[src/rtl/booth_mult_seq_if.sv]
// Request/result bundle for the sequential Booth multiplier.
// The master issues start with operands; the slave returns busy, done and product.
interface booth_mult_seq_if #(
    parameter int WIDTH = 16
);
    logic                 start;
    logic [WIDTH-1:0]     multiplicand;
    logic [WIDTH-1:0]     multiplier;
    logic                 busy;
    logic                 done;
    logic [2*WIDTH-1:0]   product;

    modport master (
        output start, multiplicand, multiplier,
        input  busy, done, product
    );

    modport slave (
        input  start, multiplicand, multiplier,
        output busy, done, product
    );
endinterface

[src/rtl/booth_mult_seq.sv]
// Sequential radix-2 Booth signed multiplier: one add/subtract-and-shift step per clock
// over {a, q, q_1}. A result appears WIDTH+1 edges after an accepted start.
module booth_mult_seq #(
    parameter int WIDTH = 16
) (
    input  logic              clk,
    input  logic              rst,
    booth_mult_seq_if.slave   bus
);
    localparam int CW = $clog2(WIDTH + 1);

    typedef enum logic [1:0] {IDLE, RUN, DONE} state_t;

    state_t              state, state_next;
    logic [WIDTH:0]      a, a_sum, m_ext;
    logic [WIDTH-1:0]    q, m;
    logic                q_1;
    logic [CW-1:0]       cnt;
    logic                busy_r, done_r;
    logic [2*WIDTH-1:0]  product_r;

    // a carries one guard bit so subtracting M = -2^(WIDTH-1) cannot overflow.
    assign m_ext = {m[WIDTH-1], m};

    // NOTE: every signal written in always_comb gets a default first, so no latch is inferred.
    always_comb begin
        state_next = state;
        case (state)
            IDLE:    if (bus.start) state_next = RUN;
            RUN:     if (cnt == CW'(1)) state_next = DONE;
            DONE:    state_next = IDLE;
            default: state_next = IDLE;
        endcase
    end

    always_comb begin
        a_sum = a;
        case ({q[0], q_1})
            2'b01:   a_sum = a + m_ext;
            2'b10:   a_sum = a - m_ext;
            default: a_sum = a;
        endcase
    end

    // NOTE: sequential state uses non-blocking assignments so all registers update together.
    always_ff @(posedge clk) begin
        if (rst) begin
            state     <= IDLE;
            busy_r    <= 1'b0;
            done_r    <= 1'b0;
            product_r <= '0;
        end else begin
            state  <= state_next;
            busy_r <= (state_next != IDLE);
            done_r <= (state == DONE);
            if (state == DONE)
                product_r <= {a[WIDTH-1:0], q};
        end
    end

    always_ff @(posedge clk) begin
        if (rst) begin
            a   <= '0;
            q   <= '0;
            q_1 <= 1'b0;
            m   <= '0;
            cnt <= '0;
        end else begin
            case (state)
                IDLE: if (bus.start) begin
                    a   <= '0;
                    q   <= bus.multiplier;
                    q_1 <= 1'b0;
                    m   <= bus.multiplicand;
                    cnt <= CW'(WIDTH);
                end
                RUN: begin
                    // Arithmetic shift right of {a_sum, q, q_1}.
                    a   <= {a_sum[WIDTH], a_sum[WIDTH:1]};
                    q   <= {a_sum[0], q[WIDTH-1:1]};
                    q_1 <= q[0];
                    cnt <= cnt - CW'(1);
                end
                default: ;
            endcase
        end
    end

    assign bus.busy    = busy_r;
    assign bus.done    = done_r;
    assign bus.product = product_r;
endmodule

[src/flat_wrapper.sv]
// flat-port wrapper written by rule: the top's interface ports become plain ports
module booth_mult_seq_flat 
#(
    parameter int WIDTH = 16
)
  (clk, rst, bus_start, bus_multiplicand, bus_multiplier, bus_busy, bus_done, bus_product);
  booth_mult_seq_if #(.WIDTH(WIDTH)) bus_i ();
  input  logic clk;
  input  logic rst;
  input wire logic [$bits(bus_i.start)-1:0] bus_start;
  input wire logic [$bits(bus_i.multiplicand)-1:0] bus_multiplicand;
  input wire logic [$bits(bus_i.multiplier)-1:0] bus_multiplier;
  output wire logic [$bits(bus_i.busy)-1:0] bus_busy;
  output wire logic [$bits(bus_i.done)-1:0] bus_done;
  output wire logic [$bits(bus_i.product)-1:0] bus_product;
  assign bus_i.start = bus_start;
  assign bus_i.multiplicand = bus_multiplicand;
  assign bus_i.multiplier = bus_multiplier;
  assign bus_busy = bus_i.busy;
  assign bus_done = bus_i.done;
  assign bus_product = bus_i.product;
  booth_mult_seq #(.WIDTH(WIDTH)) u_core (.clk(clk), .rst(rst), .bus(bus_i));
endmodule
[config.mk]
export PLATFORM = sky130hd
export DESIGN_NAME = booth_mult_seq_flat
export DESIGN_NICKNAME = d
export VERILOG_FILES = /design/src/rtl/booth_mult_seq_if.sv /design/src/rtl/booth_mult_seq.sv /design/src/flat_wrapper.sv
export SDC_FILE = /design/constraint.sdc
export NUM_CORES = 1
export LEC_CHECK = 0
export CAP_MARGIN = 20
export CORE_ASPECT_RATIO = 1.1
export CORE_MARGIN = 3
export CORE_UTILIZATION = 55
export DETAILED_ROUTE_END_ITERATION = 10
export PLACE_DENSITY_LB_ADDON = 0.2
export SYNTH_ARGS = -nofsm -noshare
export SYNTH_HDL_FRONTEND = slang
export SYNTH_SLANG_ARGS = --single-unit
[constraint.sdc]
create_clock -name clk -period 8 [get_ports clk]
set_input_delay 0.8 -clock clk [delete_from_list [all_inputs] [get_ports clk]]
set_output_delay 0.8 -clock clk [all_outputs]
set_load 0.02 [all_outputs]
==> reports/summary.txt, run 1 <==
Status = finished, final reports clean
Vias in the first global route = 4,146
Final setup skew = 0.007871 ns
Share of post-route cells with drive strength above 1 = 5.082%
Req. time, crit path = 8.26 ns
Worst r2r src = u_core.q[0]
Post-CTS Setup Bufs = 0
Final worst-path cycle share = 40.04%
CTS tree = built
Setup Crit Path Kind = flop to flop
Sequential-to-total area share from yosys stat = 37.87%
Fin Setup TNS = 0 ns
Row count = 34
Post_cts resized = 0
Layout area overhead = 17.73%
Power per Cell Area = 200.0 nW/um^2
Worst vdd ir = 0.1296 mV
Die W = 94.68 um
Setup slack after layout = 4.797 ns
HP Class = flop to flop
Die footprint = 9803 sq um
Maximum clock path buffer count = 2
Ant diodes = 0
Crit-path max FO = 17
Worst hold start = u_core.q[15]
DP HPWL = 8273 um
Register area = 1802 sq um
Area of the multi-input gates = 2649 sq um
Post-Route WL = 11,620 um
Clock Latency Late Sink = 0.36 ns
Initial DRT Pass Iterations = 5
Die Y = 103.5 um
Hold_buf cts = 0
Worst rel slew slack = 29.46%
Post-synth cell types = 61
Fmax = 312.2 MHz
Commonest non-fill, non-tap cell in the layout = nand2_1
CP Capture Type = flop
Fin. Hold Viols = 0
Yosys Warn Count = 0
Area of the core = 8168 sq um
DRT iter0 DRCs = 401
CTS H-Tree Depth = 3
GP Congestion = 0.9922
Worst Tran Pin Value = 1.054 ns
CP Launch Type = flop
Mapped Cells = 621
Initial antenna violation count = 0
NumNets Final = 720
Number of flops mapped to enable cells by yosys = 0
Drc violations = 0
Vias per cell = 5.784
Finish-stage setup viols = 0
WL per Instance = 14.95 um
Total Routing Usage GR = 24.36%
Worst Setup Slack post-DPL = 4.915 ns
Hold slack = 0.4522 ns
Final Instance Area = 5600 sq um
Post-route ant nets = 0
Dpl cell area = 5400 sq um
Max_cap viols = 0
Fin util = 68.57%
Yosys reg bits = 90
Largest net degree at the start of global routing = 97
Cts bufs inserted = 9
Synth Flop Type = dfxtp_1
Final Slew Violations = 0
LEAKAGE = 2.023 nW
Initial Util = 58.24%
Clock slew at reported path FFs = 0.09 ns
Sinks on Clock Net = 90
Asr flop ratio synth = 0%
Grt total ovfl = 0
Global-route wire length before repair = 19,440 um
RSZ-0062 raised after global routing = no
Tmin final = 3.203 ns
Clock tree root buffer cell = clkbuf_8
Syn_area_per_cell = 7.660 sq um
Worst Setup SP = u_core.q[0]
Post-synthesis cell area = 4757 sq um
Most frequent cells in the layout = nand2_1 (119), a21oi_1 (91), dfxtp_1 (90)
Via count = 4,494
IO Pins = 69
Fillers = 741
Synthesized net count = 677
Port-buffer cells = 68
Crit path DAT = 3.46 ns
layout make-up:
| cell class | instances | area share [%] |
|---|---|---|
| Inverter | 29 | 1.944 |
| Timing Repair Buffer | 72 | 12.60 |
| Sequential cell | 90 | 32.17 |
| Multi-Input combinational cell | 462 | 47.30 |
| Clock buffer | 10 | 2.279 |
| Tap cell | 108 | 2.413 |
| Clock inverter | 6 | 1.296 |
per-stage QoR:
| step | cells | power (mW) |
|---|---|---|
| CTS | 777 | 1.121 |
| floorplan | 621 | 0.7348 |
| global route | 777 | 1.177 |
| detailed placement | 761 | 0.8046 |
| finish | 777 | 1.120 |
| global placement | 761 | 0.7968 |
cell usage after synthesis (2+ instances only):
cell type	number	area share (%)
a22oi_1	7	1.1
o2111ai_1	2	0.37
buf_2	10	1.1
ha_1	20	5.3
a21o_1	5	0.79
nor4b_1	2	0.37
dfxtp_1	90	38
nand3_1	5	0.53
or3_1	2	0.26
a21oi_1	91	9.6
a31oi_1	2	0.26
nor2b_1	5	0.66
o21ai_1	2	0.21
nand4_1	3	0.39
a211oi_1	20	3.2
o21ai_0	18	1.9
nand2b_1	4	0.53
buf_6	3	0.71
xnor2_1	19	3.5
xor2_1	7	1.3
a221oi_2	2	0.63
nor3_1	10	1.1
a211o_1	2	0.37
nand2_1	119	9.4
inv_1	29	2.3
clkbuf_1	24	1.9
a222oi_1	4	0.84
nor4_1	3	0.39
o21a_1	4	0.63
nor2_1	74	5.8
or2_1	2	0.26
a211oi_2	2	0.53
layer usage:
layer  up-vias  track usage, %  share of wire, %
met3        24           2.611               5.7
met2       152           38.89                48
li1       2208               -                 -
met5         -               0                 0
met4         0           10.72               3.2
met1      2110           32.92                43
final timing paths:
kind	slack [ns]	depth (start not counted)	endpoint
worst max register to register	4.80	12	u_core.a[11]
worst min-delay path	0.45	2	u_core.bus.product[15]
worst max-delay path	4.80	12	u_core.a[11]
worst min register to register	0.45	2	u_core.bus.product[15]
registers in the layout, summed over array words and instances (netlist names):
signal / cells
u_core.bus.busy: 1
u_core.state: 2
u_core.bus.done: 1
u_core.q: 16
u_core.cnt: 5
u_core.q_1: 1
u_core.m: 16
u_core.a: 16
u_core.bus.product: 32
critical path, stage by stage, from the launching register on:
cell and delay (ns):
dfxtp_1 0.39, ha_1 0.51, a21oi_1 0.15, nor2_1 0.23, o21ai_0 0.16, xnor2_1 0.17, ha_1 0.44, and3_4 0.25
nand4_1 0.09, a21oi_1 0.23, nor2_1 0.09, xor2_1 0.15, a221oi_1 0.24
report_power, final:
part	total (mW)	leakage [nW]	internal, mW	switching, mW
logic	0.309	1.19	0.126	0.182
registers	0.494	0.734	0.470	0.0240
clock network	0.317	0.0979	0.148	0.168
total	1.12	2.02	0.745	0.375
logic make-up after synthesis:
| logic type | share of synthesized area [%] |
|---|---|
| adder cells (fa/ha/maj) | 5.681 |
| AO/OA/AOI/OAI | 22.83 |
| buffers and inverters | 6.496 |
| XOR/XNOR | 4.787 |
| multiplexers | 0.4471 |
| flip-flops | 37.87 |
| AND/OR/NAND/NOR | 21.88 |
Note: power is estimated with default switching activity, not from simulation.
==> run 2: changes to the inputs <==
--- a/config.mk
+++ b/config.mk
@@ -8,7 +8,7 @@
 export CAP_MARGIN = 20
 export CORE_ASPECT_RATIO = 1.1
 export CORE_MARGIN = 3
-export CORE_UTILIZATION = 55
+export CORE_UTILIZATION = 49
 export DETAILED_ROUTE_END_ITERATION = 10
 export PLACE_DENSITY_LB_ADDON = 0.2
 export SYNTH_ARGS = -nofsm -noshare
==> constraint.sdc (replaced) <==
create_clock -name clk -period 2.75 [get_ports clk]
set_input_delay 0.275 -clock clk [delete_from_list [all_inputs] [get_ports clk]]
set_output_delay 0.275 -clock clk [all_outputs]
set_load 0.02 [all_outputs]
==> run 2 against run 1 <==
Final cell count grew 8.0%. Highest routed layer unchanged. Power rose to 3.2 times the previous value. Register-to-register slack got worse by 4.7 ns. Largest cell class unchanged. Worst setup slack got worse by 4.7 ns. Clock-buffer cell count did not move.
==> reports/summary.txt, run 2 (same netlist as run 1, synthesis figures left out) <==
Status = finished, final reports clean (unchanged)
CP Capture Type = flop (unchanged)
Grt total ovfl = 0 (unchanged)
Maximum clock path buffer count = 2 (unchanged)
Vias in the first global route = 4,233 (was 4,146)
Hold_buf cts = 0 (unchanged)
Row count = 37 (was 34)
Worst Setup SP = u_core.q_1 (was u_core.q[0])
Final setup skew = 0.008174 ns (was 0.007871 ns)
CTS tree = built (unchanged)
Global-route wire length before repair = 20,050 um (was 19,440 um)
NumNets Final = 773 (was 720)
CP peak stage delay = 0.38 ns (was 0.51 ns)
GP Congestion = 0.9018 (was 0.9922)
Post-Route WL = 12,130 um (was 11,620 um)
Cell mode on critical path = ha_4
Finish-stage setup viols = 0 (unchanged)
Clock Latency Late Sink = 0.36 ns (about the same)
Setup Crit Path Kind = flop to flop (unchanged)
Die Y = 109.3 um (was 103.5 um)
Share of post-route cells with drive strength above 1 = 16.20% (was 5.082%)
Port-buffer cells = 68 (unchanged)
Crit-path max FO = 9 (was 17)
Vias per cell = 5.400 (was 5.784)
Layout area overhead = 30.04% (was 17.73%)
Clock slew at reported path FFs = 0.09 ns (about the same)
Initial antenna violation count = 0 (unchanged)
Total Routing Usage GR = 22.48% (was 24.36%)
Req. time, crit path = 3.02 ns (was 8.26 ns)
Most frequent cells in the layout = nand2_1 (119), dfxtp_1 (86), a21oi_1 (85) (was nand2_1 (119), a21oi_1 (91), dfxtp_1 (90))
Area of the core = 9398 sq um (was 8168 sq um)
Setup slack after layout = 0.08292 ns (was 4.797 ns)
LEAKAGE = 2.313 nW (was 2.023 nW)
DRT iter0 DRCs = 235 (was 401)
Post-route ant nets = 0 (unchanged)
CTS H-Tree Depth = 3 (unchanged)
Fillers = 823 (was 741)
Worst vdd ir = 0.2639 mV (was 0.1296 mV)
IO Pins = 69 (unchanged)
Power per Cell Area = 571.4 nW/um^2 (was 200.0 nW/um^2)
HP Class = input pin to flop (was flop to flop)
Initial Util = 50.62% (was 58.24%)
Slowest cell on crit path = o311a_1 (was ha_1)
Sinks on Clock Net = 90 (unchanged)
Fin. Hold Viols = 0 (unchanged)
Worst hold start = bus_multiplicand[0] (was u_core.q[15])
Ant diodes = 0 (unchanged)
Final worst-path cycle share = 96.98% (was 40.04%)
Drc violations = 0 (unchanged)
Worst r2r src = u_core.q_1 (was u_core.q[0])
CP Cell Sequence = inv_1, ha_4, buf_4, a31o_2, xor2_2, ha_4, nand2_1, o311a_1, a21oi_2, a211oi_2, xor2_1, a221oi_2 (was ha_1, a21oi_1, nor2_1, o21ai_0, xnor2_1, ha_1, and3_4, nand4_1, a21oi_1, nor2_1, xor2_1, a221oi_1)
Die footprint = 10,930 sq um (was 9803 sq um)
Hold slack = 0.4463 ns (was 0.4522 ns)
Max FFs per register = 32 (unchanged)
Tmin final = 2.667 ns (was 3.203 ns)
Cts bufs inserted = 9 (unchanged)
Worst Setup Slack post-DPL = -0.1176 ns (was 4.915 ns)
RSZ-0062 raised after global routing = yes (was no)
Largest net degree at the start of global routing = 54 (was 97)
DP HPWL = 8776 um (was 8273 um)
Crit path DAT = 2.94 ns (was 3.46 ns)
Worst Tran Pin Value = 0.9691 ns (was 1.054 ns)
Commonest non-fill, non-tap cell in the layout = nand2_1 (unchanged)
Final Slew Violations = 0 (unchanged)
Via count = 4,531 (was 4,494)
Initial DRT Pass Iterations = 5 (unchanged)
WL per Instance = 14.46 um (was 14.95 um)
Worst rel slew slack = 35.39% (was 29.46%)
Die W = 99.95 um (was 94.68 um)
CP Launch Type = flop (unchanged)
Fmax = 374.9 MHz (was 312.2 MHz)
Clock tree root buffer cell = clkbuf_8 (unchanged)
Max_cap viols = 0 (unchanged)
## run 2: worst max-delay path, delay by kind of cell (launching register included)
kind / cells / cell delay [ns]
DFF: 1 / 0.34
and+or+nand+nor: 1 / 0.08
buffers and inverters: 2 / 0.24
xor gates and xnor gates: 2 / 0.32
AOI/OAI and AO/OA: 5 / 1.06
adders and majority gates: 2 / 0.52
## run 2: power breakdown
group,switching [mW],internal (mW)
clock,0.492,0.424
combinational,0.606,0.583
sequential,0.0611,1.37
## run 2: stage by stage
stage / cells / util (%) / power (mW) / TNS [ns] / cell area (sq um)
after floorplan: 621 / - / 2.141 / 0 / 4767
after global placement: 814 / 61.19 / 2.483 / -0.3542 / 5751
after detailed placement: 814 / 61.19 / 2.493 / -0.5387 / 5751
after CTS: 832 / 63.89 / 3.432 / 0 / 6005
after global routing: 839 / 65.82 / 3.731 / -0.2578 / 6186
final: 839 / 65.82 / 3.535 / 0 / 6186
## run 2: path summary, 6_finish.rpt
check / endpoint / slack [ns] / cells past startpoint
min reg2reg: u_core.bus.product[2] / 0.46 / 2
max reg2reg: u_core.a[14] / 0.08 / 12
max: u_core.a[14] / 0.08 / 12
min: u_core.m[0] / 0.45 / 3
## run 2: layout make-up
cell class	instances	area (sq um)	area share [%]
inverter	29	108.9	1.760
timing repair buffer	125	1115	18.02
sequential	90	1807	29.21
multi-input combinational	462	2815	45.51
clock buffer	10	127.6	2.063
clock inverter	6	66.31	1.072
tap	117	146.4	2.366
## run 2: per-layer routing
metal	vias up	track usage (%)	wire (um)
met2	117	38.37	5782
met1	2082	29.45	5638
met3	14	2.602	542
met4	0	7.805	170
met5	-	0	0
li1	2318	-	-
## run 2: repair_timing
action / CTS / global route
setup endpoints to repair: 10 / 8
pin swaps: 5 / 29
resized for setup: 11 / 35
buffers inserted: 2 / 7
==> run 3: changes to the inputs <==
--- a/config.mk
+++ b/config.mk
@@ -5,10 +5,11 @@
 export SDC_FILE = /design/constraint.sdc
 export NUM_CORES = 1
 export LEC_CHECK = 0
+export ABC_AREA = 1
 export CAP_MARGIN = 20
 export CORE_ASPECT_RATIO = 1.1
 export CORE_MARGIN = 3
-export CORE_UTILIZATION = 49
+export CORE_UTILIZATION = 50
 export DETAILED_ROUTE_END_ITERATION = 10
 export PLACE_DENSITY_LB_ADDON = 0.2
 export SYNTH_ARGS = -nofsm -noshare
==> run 3 against run 2 <==
Largest power group unchanged. Critical endpoint is now u_core.a[7]. Combinational power fell by 7%. Register-to-register slack improved by 0.12 ns. Global-route usage rose by 1.9 points. Critical path type unchanged. Non-clock buffer count fell by 48.
==> reports/summary.txt, run 3 <==
Status = finished, final reports clean (unchanged)
Post-synthesis cell area = 4833 sq um (was 4757 sq um)
Die W = 99.75 um (was 99.95 um)
Final Instance Area = 5871 sq um (was 6186 sq um)
Yosys Warn Count = 0 (unchanged)
Drc violations = 0 (unchanged)
Dpl cell area = 5603 sq um (was 5751 sq um)
Fin Setup TNS = 0 ns (unchanged)
Maximum clock path buffer count = 2 (unchanged)
Total Routing Usage GR = 24.34% (was 22.48%)
Clock tree root buffer cell = clkbuf_8 (unchanged)
Crit path DAT = 2.80 ns (was 2.94 ns)
Setup slack after layout = 0.2044 ns (was 0.08292 ns)
Initial antenna violation count = 0 (unchanged)
Max_cap viols = 0 (unchanged)
Final setup skew = 0.007923 ns (was 0.008174 ns)
Max FFs per register = 32 (unchanged)
Post-route ant nets = 0 (unchanged)
Worst vdd ir = 0.3094 mV (was 0.2639 mV)
CP Capture Type = flop (unchanged)
CP Launch Type = flop (unchanged)
Asr flop ratio synth = 0% (unchanged)
Synth Flop Type = dfxtp_1 (unchanged)
Mapped Cells = 719 (was 621)
Non-Filler Instances = 900 (was 839)
Initial DRT Pass Iterations = 5 (unchanged)
Power per Cell Area = 599.7 nW/um^2 (was 571.4 nW/um^2)
Post-synth top area share = 37.28% (was 37.87%)
Global-route wire length before repair = 21,290 um (was 20,050 um)
Ant diodes = 0 (unchanged)
Share of post-route cells with drive strength above 1 = 7.280% (was 16.20%)
Final worst-path cycle share = 92.57% (was 96.98%)
Req. time, crit path = 3.00 ns (was 3.02 ns)
Cts bufs inserted = 9 (unchanged)
Clock Latency Late Sink = 0.36 ns (about the same)
DRT iter0 DRCs = 213 (was 235)
Syn_area_per_cell = 6.722 sq um (was 7.660 sq um)
Post-synth cell types = 36 (was 61)
NumNets Final = 834 (was 773)
Via count = 4,791 (was 4,531)
Sinks on Clock Net = 90 (unchanged)
Sequential-to-total area share from yosys stat = 37.28% (was 37.87%)
Post-Route WL = 12,820 um (was 12,130 um)
CTS H-Tree Depth = 3 (unchanged)
Row count = 37 (unchanged)
Largest net degree at the start of global routing = 54 (unchanged)
Layout area overhead = 21.46% (was 30.04%)
Synth area leader = dfxtp_1 (unchanged)
Finish-stage setup viols = 0 (unchanged)
Final Slew Violations = 0 (unchanged)
Fin. Hold Viols = 0 (unchanged)
GP Congestion = 0.9586 (was 0.9018)
Commonest cells in the netlist = nand2_1 (157), inv_1 (95), nor2_1 (91) (was nand2_1 (119), a21oi_1 (91), dfxtp_1 (90))
Crit-path max FO = 5 (was 9)
Clock slew at reported path FFs = 0.09 ns (about the same)
Port-buffer cells = 68 (unchanged)
Die footprint = 10,880 sq um (was 10,930 sq um)
Hold_buf cts = 0 (unchanged)
Most frequent cells in the layout = nand2_1 (151), inv_1 (95), dfxtp_1 (90) (was nand2_1 (119), dfxtp_1 (86), a21oi_1 (85))
Top cells by area, synth = dfxtp_1 (37%), nand2_1 (12%), inv_1 (7.4%), nor2_1 (7.1%), o21ai_0 (6.2%) (was dfxtp_1 (38%), a21oi_1 (9.6%), nand2_1 (9.4%), nor2_1 (5.8%), ha_1 (5.3%))
Most common cell in the netlist = nand2_1 (unchanged)
Cells after DPL = 883 (was 814)
CTS tree = built (unchanged)
Area of the core = 9398 sq um (unchanged)
Vias per cell = 5.323 (was 5.400)
Worst Tran Pin Value = 0.7205 ns (was 0.9691 ns)
LEAKAGE = 2.694 nW (was 2.313 nW)
Synthesized net count = 775 (was 677)
Number of flops mapped to enable cells by yosys = 0 (unchanged)
Worst rel slew slack = 51.92% (was 35.39%)
Vias in the first global route = 4,669 (was 4,233)
IO Pins = 69 (unchanged)
Commonest non-fill, non-tap cell in the layout = nand2_1 (unchanged)
DP HPWL = 9267 um (was 8776 um)
Tmin final = 2.546 ns (was 2.667 ns)
HP Class = flop to flop (was input pin to flop)
Worst Setup Slack post-DPL = 0.03707 ns (was -0.1176 ns)
Die Y = 109.1 um (was 109.3 um)
Fmax = 392.8 MHz (was 374.9 MHz)
Grt total ovfl = 0 (unchanged)
WL per Instance = 14.24 um (was 14.46 um)
Setup Crit Path Kind = flop to flop (unchanged)
Yosys reg bits = 90 (unchanged)
Total Power = 3.521 mW (was 3.535 mW)
Initial Util = 51.43% (was 50.62%)
[run 3: cell type report]
type | instances | area (sq um)
fillers | 882 | 3527
multi-input cells | 497 | 2572
flip-flops and latches | 90 | 1802
repair buffers | 77 | 760.7
inverters | 103 | 389.1
well taps | 117 | 146.4
clock buffers | 9 | 123.9
clock inverters | 7 | 76.32
[run 3: routing by layer]
layer,global-route usage (%),vias to the layer above,wire [um]
met3,4.734,32,546
met1,29.74,2222,5697
met5,0,-,0
li1,-,2411,-
met2,41.09,126,6155
met4,11.61,0,418
[run 3: worst paths after layout]
check	to	depth (start not counted)	slack (ns)	startpoint
min	u_core.cnt[4]	1	0.48	u_core.cnt[4]
max reg2reg	u_core.a[7]	15	0.20	u_core.m[0]
min reg2reg	u_core.cnt[4]	1	0.48	u_core.cnt[4]
max	u_core.a[7]	15	0.20	u_core.m[0]
[run 3: report_power, final]
| part | internal (mW) | switching (mW) | leakage, nW | total, mW |
|---|---|---|---|---|
| Clock | 0.428 | 0.506 | 0.102 | 0.935 |
| Sequential | 1.39 | 0.0838 | 0.736 | 1.48 |
| Combinational | 0.422 | 0.687 | 1.86 | 1.11 |
[run 3: repair_timing]
action,CTS,global route
buffers inserted,0,1
resized for setup,0,20
setup endpoints to repair,0,6
[run 3: worst max-delay path, stage by stage, from the launching register on]
cell	delay (ns)
dfxtp_1	0.35
inv_1	0.07
ha_1	0.23
nand2_1	0.11
nand2_1	0.09
o21ai_1	0.11
xor2_1	0.20
inv_1	0.06
ha_1	0.33
nand2_1	0.11
inv_1	0.07
a21oi_1	0.18
nand2_2	0.11
or2_2	0.29
nand3_1	0.07
a21oi_1	0.06
[run 3: cell families after synthesis]
kind of cell    count (synthesis)  synth area share, %
simple gates                  306                26.48
flops                          90                37.28
buf+inv                       132                10.69
xor+xnor                       16                2.899
compound gates                154                17.06
fa+ha+maj                      21                5.592
[run 3: per-stage QoR]
step / hold slack [ns] / util, %
floorplan: 0.4099 / -
global placement: 0.4446 / 59.62
detailed placement: 0.4663 / 59.62
CTS: 0.4659 / 61.75
global route: 0.4815 / 62.47
finish: 0.4799 / 62.47
